==> src/rtl/event_unit_pkg.sv <==
// Shared definitions for the interrupt vector arbiter.
// Holds the arbiter state encoding, the APB register offsets (PADDR[3:2])
// and the bit positions of the CUR_ID status register.
package event_unit_pkg;

   typedef enum logic {
      IDLE = 1'b0,
      REQ  = 1'b1
   } state_e;

   localparam logic [1:0] REG_MODE   = 2'd0;
   localparam logic [1:0] REG_ENABLE = 2'd1;
   localparam logic [1:0] REG_CUR_ID = 2'd2;

   localparam int CUR_ID_REQ_BIT = 31;
   localparam int CUR_ID_TO_BIT  = 30;

endpackage

==> src/rtl/rr_find_first.sv <==
// Combinational find-first-set with wrap.
// The search begins at ptr_i+1 and wraps modulo N, so the line at ptr_i
// itself is examined last. Passing ptr_i = N-1 gives plain lowest-index-first.
// Ports:
//   req_i   - request vector
//   ptr_i   - index of the most recent winner
//   found_o - at least one bit of req_i is set
//   idx_o   - index of the first set bit found
module rr_find_first #(
   parameter int N = 32,
   parameter int W = $clog2(N)
) (
   input  logic [N-1:0] req_i,
   input  logic [W-1:0] ptr_i,
   output logic         found_o,
   output logic [W-1:0] idx_o
);

   // Walk the search order backwards so the nearest candidate is written last.
   always_comb begin
      int c;
      c       = 0;
      found_o = 1'b0;
      idx_o   = '0;
      for (int i = N - 1; i >= 0; i--) begin
         c = (int'(ptr_i) + 1 + i) % N;
         if (req_i[W'(c)]) begin
            found_o = 1'b1;
            idx_o   = W'(c);
         end
      end
   end

endmodule

==> src/rtl/irq_vector_arbiter.sv <==
// Interrupt vector arbiter: picks one pending, enabled line, presents its ID
// to the core with a req/ack handshake and pulses a one-hot clear back to the
// interrupt service unit after the ack.
// Optional build macro IRQ_ARB_TIMEOUT_EN adds an ack timeout and a sticky
// timeout flag in CUR_ID bit30.
// Ports:
//   HCLK, HRESETn          - clock, async active-low reset
//   PADDR..PSLVERR         - APB slave (MODE, ENABLE, CUR_ID registers)
//   irq_pending_i          - level pending vector
//   irq_req_o, irq_id_o    - request and line ID to the core
//   irq_ack_i              - core acknowledge
//   irq_clear_o            - one-cycle one-hot clear for the acked line
//
// state | meaning
// IDLE  | no request outstanding; arbitrating every cycle
// REQ   | irq_req_o high, ID latched; waiting for ack, withdrawal (or timeout)
module irq_vector_arbiter
   import event_unit_pkg::*;
#(
   parameter  int APB_ADDR_WIDTH = 12,
   parameter  int NUM_IRQ        = 32,
   parameter  int TIMEOUT_CYCLES = 256,
   localparam int IDW            = $clog2(NUM_IRQ)
) (
   input  logic                      HCLK,
   input  logic                      HRESETn,
   input  logic [APB_ADDR_WIDTH-1:0] PADDR,
   input  logic [31:0]               PWDATA,
   input  logic                      PWRITE,
   input  logic                      PSEL,
   input  logic                      PENABLE,
   output logic [31:0]               PRDATA,
   output logic                      PREADY,
   output logic                      PSLVERR,
   input  logic [NUM_IRQ-1:0]        irq_pending_i,
   output logic                      irq_req_o,
   output logic [IDW-1:0]            irq_id_o,
   input  logic                      irq_ack_i,
   output logic [NUM_IRQ-1:0]        irq_clear_o
);

   logic               r_mode;
   logic [NUM_IRQ-1:0] r_enable;
   state_e             r_state;
   logic               r_req;
   logic [IDW-1:0]     r_id;
   logic [IDW-1:0]     r_rr_ptr;
   logic [NUM_IRQ-1:0] r_clear;

   logic [1:0]         w_reg;
   logic               w_wr;
   logic [NUM_IRQ-1:0] w_eligible;
   logic [IDW-1:0]     w_ptr;
   logic               w_found;
   logic [IDW-1:0]     w_idx;
   logic               w_to_expired;
   logic               w_to_flag;
   logic               w_unused;

   assign w_reg      = PADDR[3:2];
   assign w_wr       = PSEL & PENABLE & PWRITE;
   assign w_eligible = irq_pending_i & r_enable;
   // Fixed priority is the round-robin search started just past the top line.
   assign w_ptr      = r_mode ? r_rr_ptr : IDW'(NUM_IRQ - 1);

   // Undecoded address/data bits and the timeout length in the default build.
   assign w_unused = ^{PADDR, PWDATA, 16'(TIMEOUT_CYCLES)};

   rr_find_first #(.N(NUM_IRQ), .W(IDW)) u_find (
      .req_i   (w_eligible),
      .ptr_i   (w_ptr),
      .found_o (w_found),
      .idx_o   (w_idx)
   );

`ifdef IRQ_ARB_TIMEOUT_EN
   logic [15:0] r_to_cnt;
   logic        r_to_flag;
   assign w_to_expired = (r_to_cnt == '0);
   assign w_to_flag    = r_to_flag;
`else
   assign w_to_expired = 1'b0;
   assign w_to_flag    = 1'b0;
`endif

   always_ff @(posedge HCLK or negedge HRESETn) begin
      if (!HRESETn) begin
         r_mode   <= 1'b0;
         r_enable <= '1;
      end else if (w_wr) begin
         case (w_reg)
            REG_MODE:   r_mode   <= PWDATA[0];
            REG_ENABLE: r_enable <= PWDATA[NUM_IRQ-1:0];
            default:    ;
         endcase
      end
   end

   always_comb begin
      PRDATA = '0;
      if (PSEL && !PWRITE) begin
         case (w_reg)
            REG_MODE:   PRDATA[0] = r_mode;
            REG_ENABLE: PRDATA[NUM_IRQ-1:0] = r_enable;
            REG_CUR_ID: begin
               PRDATA[CUR_ID_REQ_BIT] = r_req;
               PRDATA[CUR_ID_TO_BIT]  = w_to_flag;
               PRDATA[IDW-1:0]        = r_id;
            end
            default:    ;
         endcase
      end
   end

   assign PREADY  = 1'b1;
   assign PSLVERR = PSEL & PENABLE & (w_reg == 2'd3);

   always_ff @(posedge HCLK or negedge HRESETn) begin
      if (!HRESETn) begin
         r_state  <= IDLE;
         r_req    <= 1'b0;
         r_id     <= '0;
         r_rr_ptr <= IDW'(NUM_IRQ - 1);
         r_clear  <= '0;
`ifdef IRQ_ARB_TIMEOUT_EN
         r_to_cnt  <= '0;
         r_to_flag <= 1'b0;
`endif
      end else begin
         r_clear <= '0;
`ifdef IRQ_ARB_TIMEOUT_EN
         // A timeout in the same cycle as the clear write keeps the flag set.
         if (w_wr && (w_reg == REG_CUR_ID) && PWDATA[CUR_ID_TO_BIT])
            r_to_flag <= 1'b0;
`endif
         case (r_state)
            IDLE: begin
               if (w_found) begin
                  r_state <= REQ;
                  r_req   <= 1'b1;
                  r_id    <= w_idx;
`ifdef IRQ_ARB_TIMEOUT_EN
                  r_to_cnt <= 16'(TIMEOUT_CYCLES - 1);
`endif
               end
            end
            REQ: begin
               // Ack takes precedence over a simultaneous withdrawal.
               if (irq_ack_i) begin
                  r_state  <= IDLE;
                  r_req    <= 1'b0;
                  r_rr_ptr <= r_id;
                  r_clear  <= NUM_IRQ'(1) << r_id;
               end else if (!w_eligible[r_id]) begin
                  r_state <= IDLE;
                  r_req   <= 1'b0;
               end else if (w_to_expired) begin
                  // Moving the pointer onto the stuck line demotes it in round-robin.
                  r_state  <= IDLE;
                  r_req    <= 1'b0;
                  r_rr_ptr <= r_id;
`ifdef IRQ_ARB_TIMEOUT_EN
                  r_to_flag <= 1'b1;
               end else begin
                  r_to_cnt <= r_to_cnt - 16'd1;
`endif
               end
            end
            default: r_state <= IDLE;
         endcase
      end
   end

   assign irq_req_o   = r_req;
   assign irq_id_o    = r_id;
   assign irq_clear_o = r_clear;

endmodule

==> config.mk <==
export PLATFORM = sky130hd
export DESIGN_NAME = irq_vector_arbiter
export DESIGN_NICKNAME = d
export VERILOG_FILES = /design/src/rtl/event_unit_pkg.sv /design/src/rtl/rr_find_first.sv /design/src/rtl/irq_vector_arbiter.sv
export SDC_FILE = /design/constraint.sdc
export NUM_CORES = 1
export LEC_CHECK = 0
export CAP_MARGIN = 25
export CORE_ASPECT_RATIO = 1.4
export CORE_MARGIN = 5
export CORE_UTILIZATION = 31
export DETAILED_ROUTE_END_ITERATION = 10
export PLACE_DENSITY_LB_ADDON = 0.05
export SLEW_MARGIN = 20
export SYNTH_ARGS = -nofsm -noshare
export SYNTH_HDL_FRONTEND = slang
export SYNTH_SLANG_ARGS = --single-unit
==> constraint.sdc <==
create_clock -name HCLK -period 6.9 [get_ports HCLK]
set_clock_uncertainty 0.2 [all_clocks]
set_input_delay 0.69 -clock HCLK [delete_from_list [all_inputs] [get_ports HCLK]]
set_output_delay 0.69 -clock HCLK [all_outputs]
set_load 0.01 [all_outputs]
==> metrics.cfg, run 1 <==
[status]
status=finished clean

[global_routing]
antenna_found_initial=0
grt-ovfl-total=0
grt_max_degree=78
grt_pass1_vias=9293
grt_util_all_layers_pct=23.9
grtUsageMet1_pct=28.1
grt_use_met2_pct=40.1
grt_pass1_wl_mm=60.7
grt_util_met3_pct=3.99
top_usage_layer=met2

[clocking]
cts.htree.levels=3
ctsResizeCount=0
path_clk_slew_ns=0.07
clock_sinks=77
cts_buffer_depth=2
cts_tree=done
cts_hold_buf=0
cts_root_buffer=clkbuf_16
clock_latency_ns=0.34
numCtsBuffers=9
post_cts_buffers=0

[floorplanning]
die_w_um=157
die_h_um=216
start_util_pct=31.4
rows=75
die-area_um2=33900
ios=154
core-area_um2=29900

[timing]
hold_violations=0
drv_slew=0
setup_violations=0
slew_headroom_pct=25.5
min_period_over_period_pct=82.4
finalSetupTns_ns=0
tightest_slew_ns=1.09
rsz0062_at_grt=no
min_period_ns=5.69
timing.fmax_mhz=176

[setup_path]
crit_fanout=31
r2r_setup_slack_ns=1.21
cpPeakStageDelay_ns=0.83
crit_arrival_ns=5.71
r2r_end=irq_id_o[4]
crit_family=compound AO/OA/AOI/OAI gates
worstRegToRegCells=16
crit_required_ns=6.92
path_buf_inv=2
crit_path_end_kind=flip-flop
critPathSlowestCell=mux2i_1
path_cells=nor2b_1, inv_2, ha_1, nand2_1, a22o_4, inv_4, ha_1, a31oi_1, xnor2_2, mux2i_1, mux2i_1, nand3_1, nor4_2, a31oi_4, o21a_1, a22o_1
reg2reg_from=r_mode
start_kind=flip-flop
worst-setup-path-type=reg -> reg

[finish]
final_cell_mix=clkdlybuf4s50_1, nand2_1, nor2_1
final_common_cell=clkdlybuf4s50_1
syn_to_final_growth_pct=23.0
antenna_cells=0
final_cells=1537
nNetsFinal=1245
drive_gt1_share_pct=22.1

[job]
maxCapViolations=0

[min_path]
min_path_type=in -> async

[route]
route.vias.total=9022
drt-initial-drc-count=584
wl_per_cell_um=26.8
via_per_inst=5.87
wl_mm=41.1
drc_errors=0
dr.pass1.iters=6
drtAntennaViolNets=0

[synth]
synth_edf_count=0
syn_area_per_cell_um2=9.18
synth_seq_area_share_pct=21.0
yosysUniqueCellTypes=97
synthCells=1023
ys.flop_type=dfrtp_1
ys_warn_count=0
ys_async_sr_fraction_pct=100
ys_ff_latch=77
netlist_area_um2=9390
synth_nets=1121

[place]
portBuffers=142
dp.cells=1521
place_hpwl_mm=32.7
place.gp.congestion=0.975

[worst max path at each step]
stage,start,to,slack (ns),depth (start not counted)
floorplan,r_rr_ptr[2],irq_id_o[4],1.36,23
global placement,r_rr_ptr[2],irq_id_o[4],1.36,16
detailed placement,r_rr_ptr[2],irq_id_o[4],1.37,17
CTS,r_rr_ptr[2],irq_id_o[4],1.33,17
global route,r_mode,irq_id_o[4],0.97,17
finish,r_mode,irq_id_o[4],1.21,16
[state kept, by name, indices dropped and copies added (netlist names)]
register and cells:
irq_clear_o 32, r_mode 1, r_rr_ptr 5, irq_id_o 5, r_enable 32, r_state 1, irq_req_o 1
[metrics by stage]
stage	area, um^2	worst slack [ns]	hold WS [ns]	utilization (%)
after floorplan	9390	1.36	0.194	-
after global placement	11200	1.36	0.407	37.5
after detailed placement	11200	1.37	0.411	37.5
after CTS	11500	1.33	0.357	38.6
after global routing	11500	0.971	0.235	38.6
final	11500	1.21	0.169	38.6
[layout make-up]
class / instances / area [um^2]
clock buffer: 10 / 229
clock inverter: 6 / 92.6
fill: 3046 / 18400
inverter: 24 / 100
multi-input combinational: 859 / 6990
sequential: 77 / 1970
tap: 385 / 482
timing repair buffer: 176 / 1680
[cell usage after synthesis, types with 5 or more instances]
library cell,count,area [um^2]
nand3_1,23,115
a22oi_1,10,75.1
mux2_4,6,90.1
xnor2_2,5,81.3
a21boi_0,5,37.5
nor2b_1,11,68.8
buf_6,5,56.3
xnor2_1,19,166
ha_1,16,200
o21ai_0,41,205
a31oi_1,8,50.1
or2_2,6,37.5
mux4_1,11,289
mux2_2,67,754
o221ai_1,7,61.3
nand2_1,116,435
mux4_2,49,1100
mux2i_1,82,821
clkbuf_1,33,124
nor2_1,110,413
o21ai_1,5,25.0
buf_2,14,70.1
dfstp_2,37,972
nand4_1,7,43.8
nor4_1,6,37.5
a211oi_1,9,67.6
o21a_1,5,37.5
o31ai_1,9,67.6
nor3_1,9,45.0
dfrtp_1,40,1000
inv_1,17,63.8
nand2b_1,12,75.1
buf_1,5,18.8
a21oi_1,52,260
o22ai_1,9,56.3
and2_1,32,200
o211ai_1,15,113
[metal layers]
metal	routed length [um]	vias up
met5	0	-
met4	3100	0
met3	2160	100
met2	20000	333
met1	15900	4477
li1	-	4112
[cells by family (layout without fill, tap and decap cells)]
kind of cell | after synthesis | count (layout) | share of synthesized area (%)
and+or+nand+nor | 364 | 364 | 18.5
buffers and inverters | 87 | 216 | 4.76
muxes | 220 | 220 | 33.3
AOI/OAI and AO/OA | 233 | 233 | 17.5
other | 1 | 1 | 0.0399
xor gates and xnor gates | 25 | 25 | 2.73
DFF | 77 | 77 | 21.0
adders and majority gates | 16 | 16 | 2.13
Power of run 1 is left out: the tool's default activity adds up to more than one toggle a clock period on the data nets, which glitch-free logic cannot reach.
==> run 2: changes to the inputs <==
==> constraint.sdc (replaced) <==
create_clock -name HCLK -period 4.7 [get_ports HCLK]
set_clock_uncertainty 0.2 [all_clocks]
set_input_delay 0.47 -clock HCLK [delete_from_list [all_inputs] [get_ports HCLK]]
set_output_delay 0.47 -clock HCLK [all_outputs]
set_load 0.01 [all_outputs]
==> metrics.cfg, run 2 (synthesized netlist as in run 1, its figures left out) <==
[finish]
final_common_cell=buf_4
final_cells=1733
finish.instance_area_um2=13500
final_cell_mix=buf_4, clkdlybuf4s50_1, nand2_1
antenna_cells=0
syn_to_final_growth_pct=43.4
final_util_pct=45.0
drive_gt1_share_pct=36.6
nNetsFinal=1441

[setup_path]
critPathSlowestCell=dfstp_2
crit_family=simple AND/OR/NAND/NOR gates
worst-setup-path-type=reg -> reg
path_cells=and2b_4, inv_6, ha_2, xnor2_4, buf_12, inv_2, buf_4, ha_1, nand2_1, mux2i_2, buf_4, mux2i_4, mux2i_1, nor4_1, nand4_1, nor4_4, buf_4, a31oi_4, o21a_1, a22o_1
path_buf_inv=6
cpPeakStageDelay_ns=0.52
critPathMostFrequentCell=buf_4
crit_path_end_kind=flip-flop
crit_fanout=6
crit_required_ns=4.73
crit_arrival_ns=4.68
start_kind=flip-flop

[route]
drt-initial-drc-count=567
drc_errors=0
drtAntennaViolNets=0
route.vias.total=9656
via_per_inst=5.57
wl_per_cell_um=25.2
dr.pass1.iters=5
wl_mm=43.7

[clocking]
cts_root_buffer=clkbuf_16
cts_buffer_depth=2
path_clk_slew_ns=0.06
clock_latency_ns=0.34
cts_tree=done
numCtsBuffers=9
cts.htree.levels=3
clock_sinks=77

[timing]
setup_violations=0
slew_headroom_pct=38.7
tightest_slew_ns=0.912
min_period_ns=4.64
timing.fmax_mhz=215
whs_ns=0.358
drv_slew=0
min_period_over_period_pct=98.8
hold_violations=0

[global_routing]
grt_pass1_wl_mm=63.7
grt_pass1_vias=9922
grt_util_all_layers_pct=25.2
antenna_found_initial=0
grt_max_degree=78
grt-ovfl-total=0

[floorplanning]
ios=154
start_util_pct=31.4
core-area_um2=29900
rows=75
die_h_um=216
die-area_um2=33900
die_w_um=157

[place]
dp.cells=1702
portBuffers=142
place_hpwl_mm=36.0
postPlaceCellArea_um2=12700
place.gp.congestion=1.02

[status]
status=finished clean

[job]
maxCapViolations=0

[min_path]
min_path_type=in -> async

## run 2: cell count changes in the layout (fill, tap and decap cells not counted), sizes merged
cell	previous run	this run
buf	35	229
clkinvlp	2	1
a31oi	10	11
clkinv	0	1
dlygate4sd3	0	1
## run 2: final timing paths
path                        startpoint              to  slack, ns  cells after the start
setup / recovery           r_rr_ptr[0]     irq_id_o[4]       0.06                     20
max in group asynchronous      HRESETn    r_enable[21]       3.30                      3
setup reg to reg           r_rr_ptr[0]     irq_id_o[4]       0.06                     20
hold / removal                 HRESETn  irq_clear_o[1]       0.36                      2
min in group HCLK          r_rr_ptr[2]     r_rr_ptr[2]       0.42                      1
hold reg to reg            r_rr_ptr[2]     r_rr_ptr[2]       0.42                      1
## run 2: cell type report
type                    instances  area [um^2]
well taps                     385          482
multi-input cells             860         7330
clock buffers                  10          229
clock inverters                 6         93.8
flip-flops and latches         77         1970
repair buffers                371         3250
fillers                      2988        16500
inverters                      24          105
## run 2: worst reg2reg max path: stages (launching register included)
cell     delay [ns]
dfstp_2        0.52
and2b_4        0.20
inv_6          0.06
ha_2           0.23
xnor2_4        0.14
buf_12         0.15
inv_2          0.05
buf_4          0.14
ha_1           0.28
nand2_1        0.12
mux2i_2        0.20
buf_4          0.20
mux2i_4        0.27
mux2i_1        0.18
nor4_1         0.31
nand4_1        0.28
nor4_4         0.32
buf_4          0.18
a31oi_4        0.16
o21a_1         0.17
a22o_1         0.19
## run 2: timing repair
action | CTS | global route
setup buffers | 1 | 11
cloned | 0 | 1
hold buffers | 0 | 1
hold endpoints to repair | 0 | 19
resized for setup | 6 | 48
endpoints found under the setup margin | 4 | 7
pin swaps | 2 | 12
## run 2: through the flow
| stage | worst slack, ns | TNS, ns |
|---|---|---|
| after global routing | -0.0225 | -0.0233 |
| after global placement | -0.124 | -0.269 |
| final | 0.0580 | 0 |
| after detailed placement | -0.134 | -0.385 |
| after CTS | 0.00688 | 0 |
| after floorplan | 0.00494 | 0 |
## run 2: metal layers
layer	vias to the layer above	GRT usage (%)	part of all wire (%)
met3	87	4.15	4.6
met5	-	0	0
li1	4513	-	-
met4	0	11.6	5.5
met2	320	46.1	52
met1	4736	28.2	38
Power of run 2 is left out for the same reason.
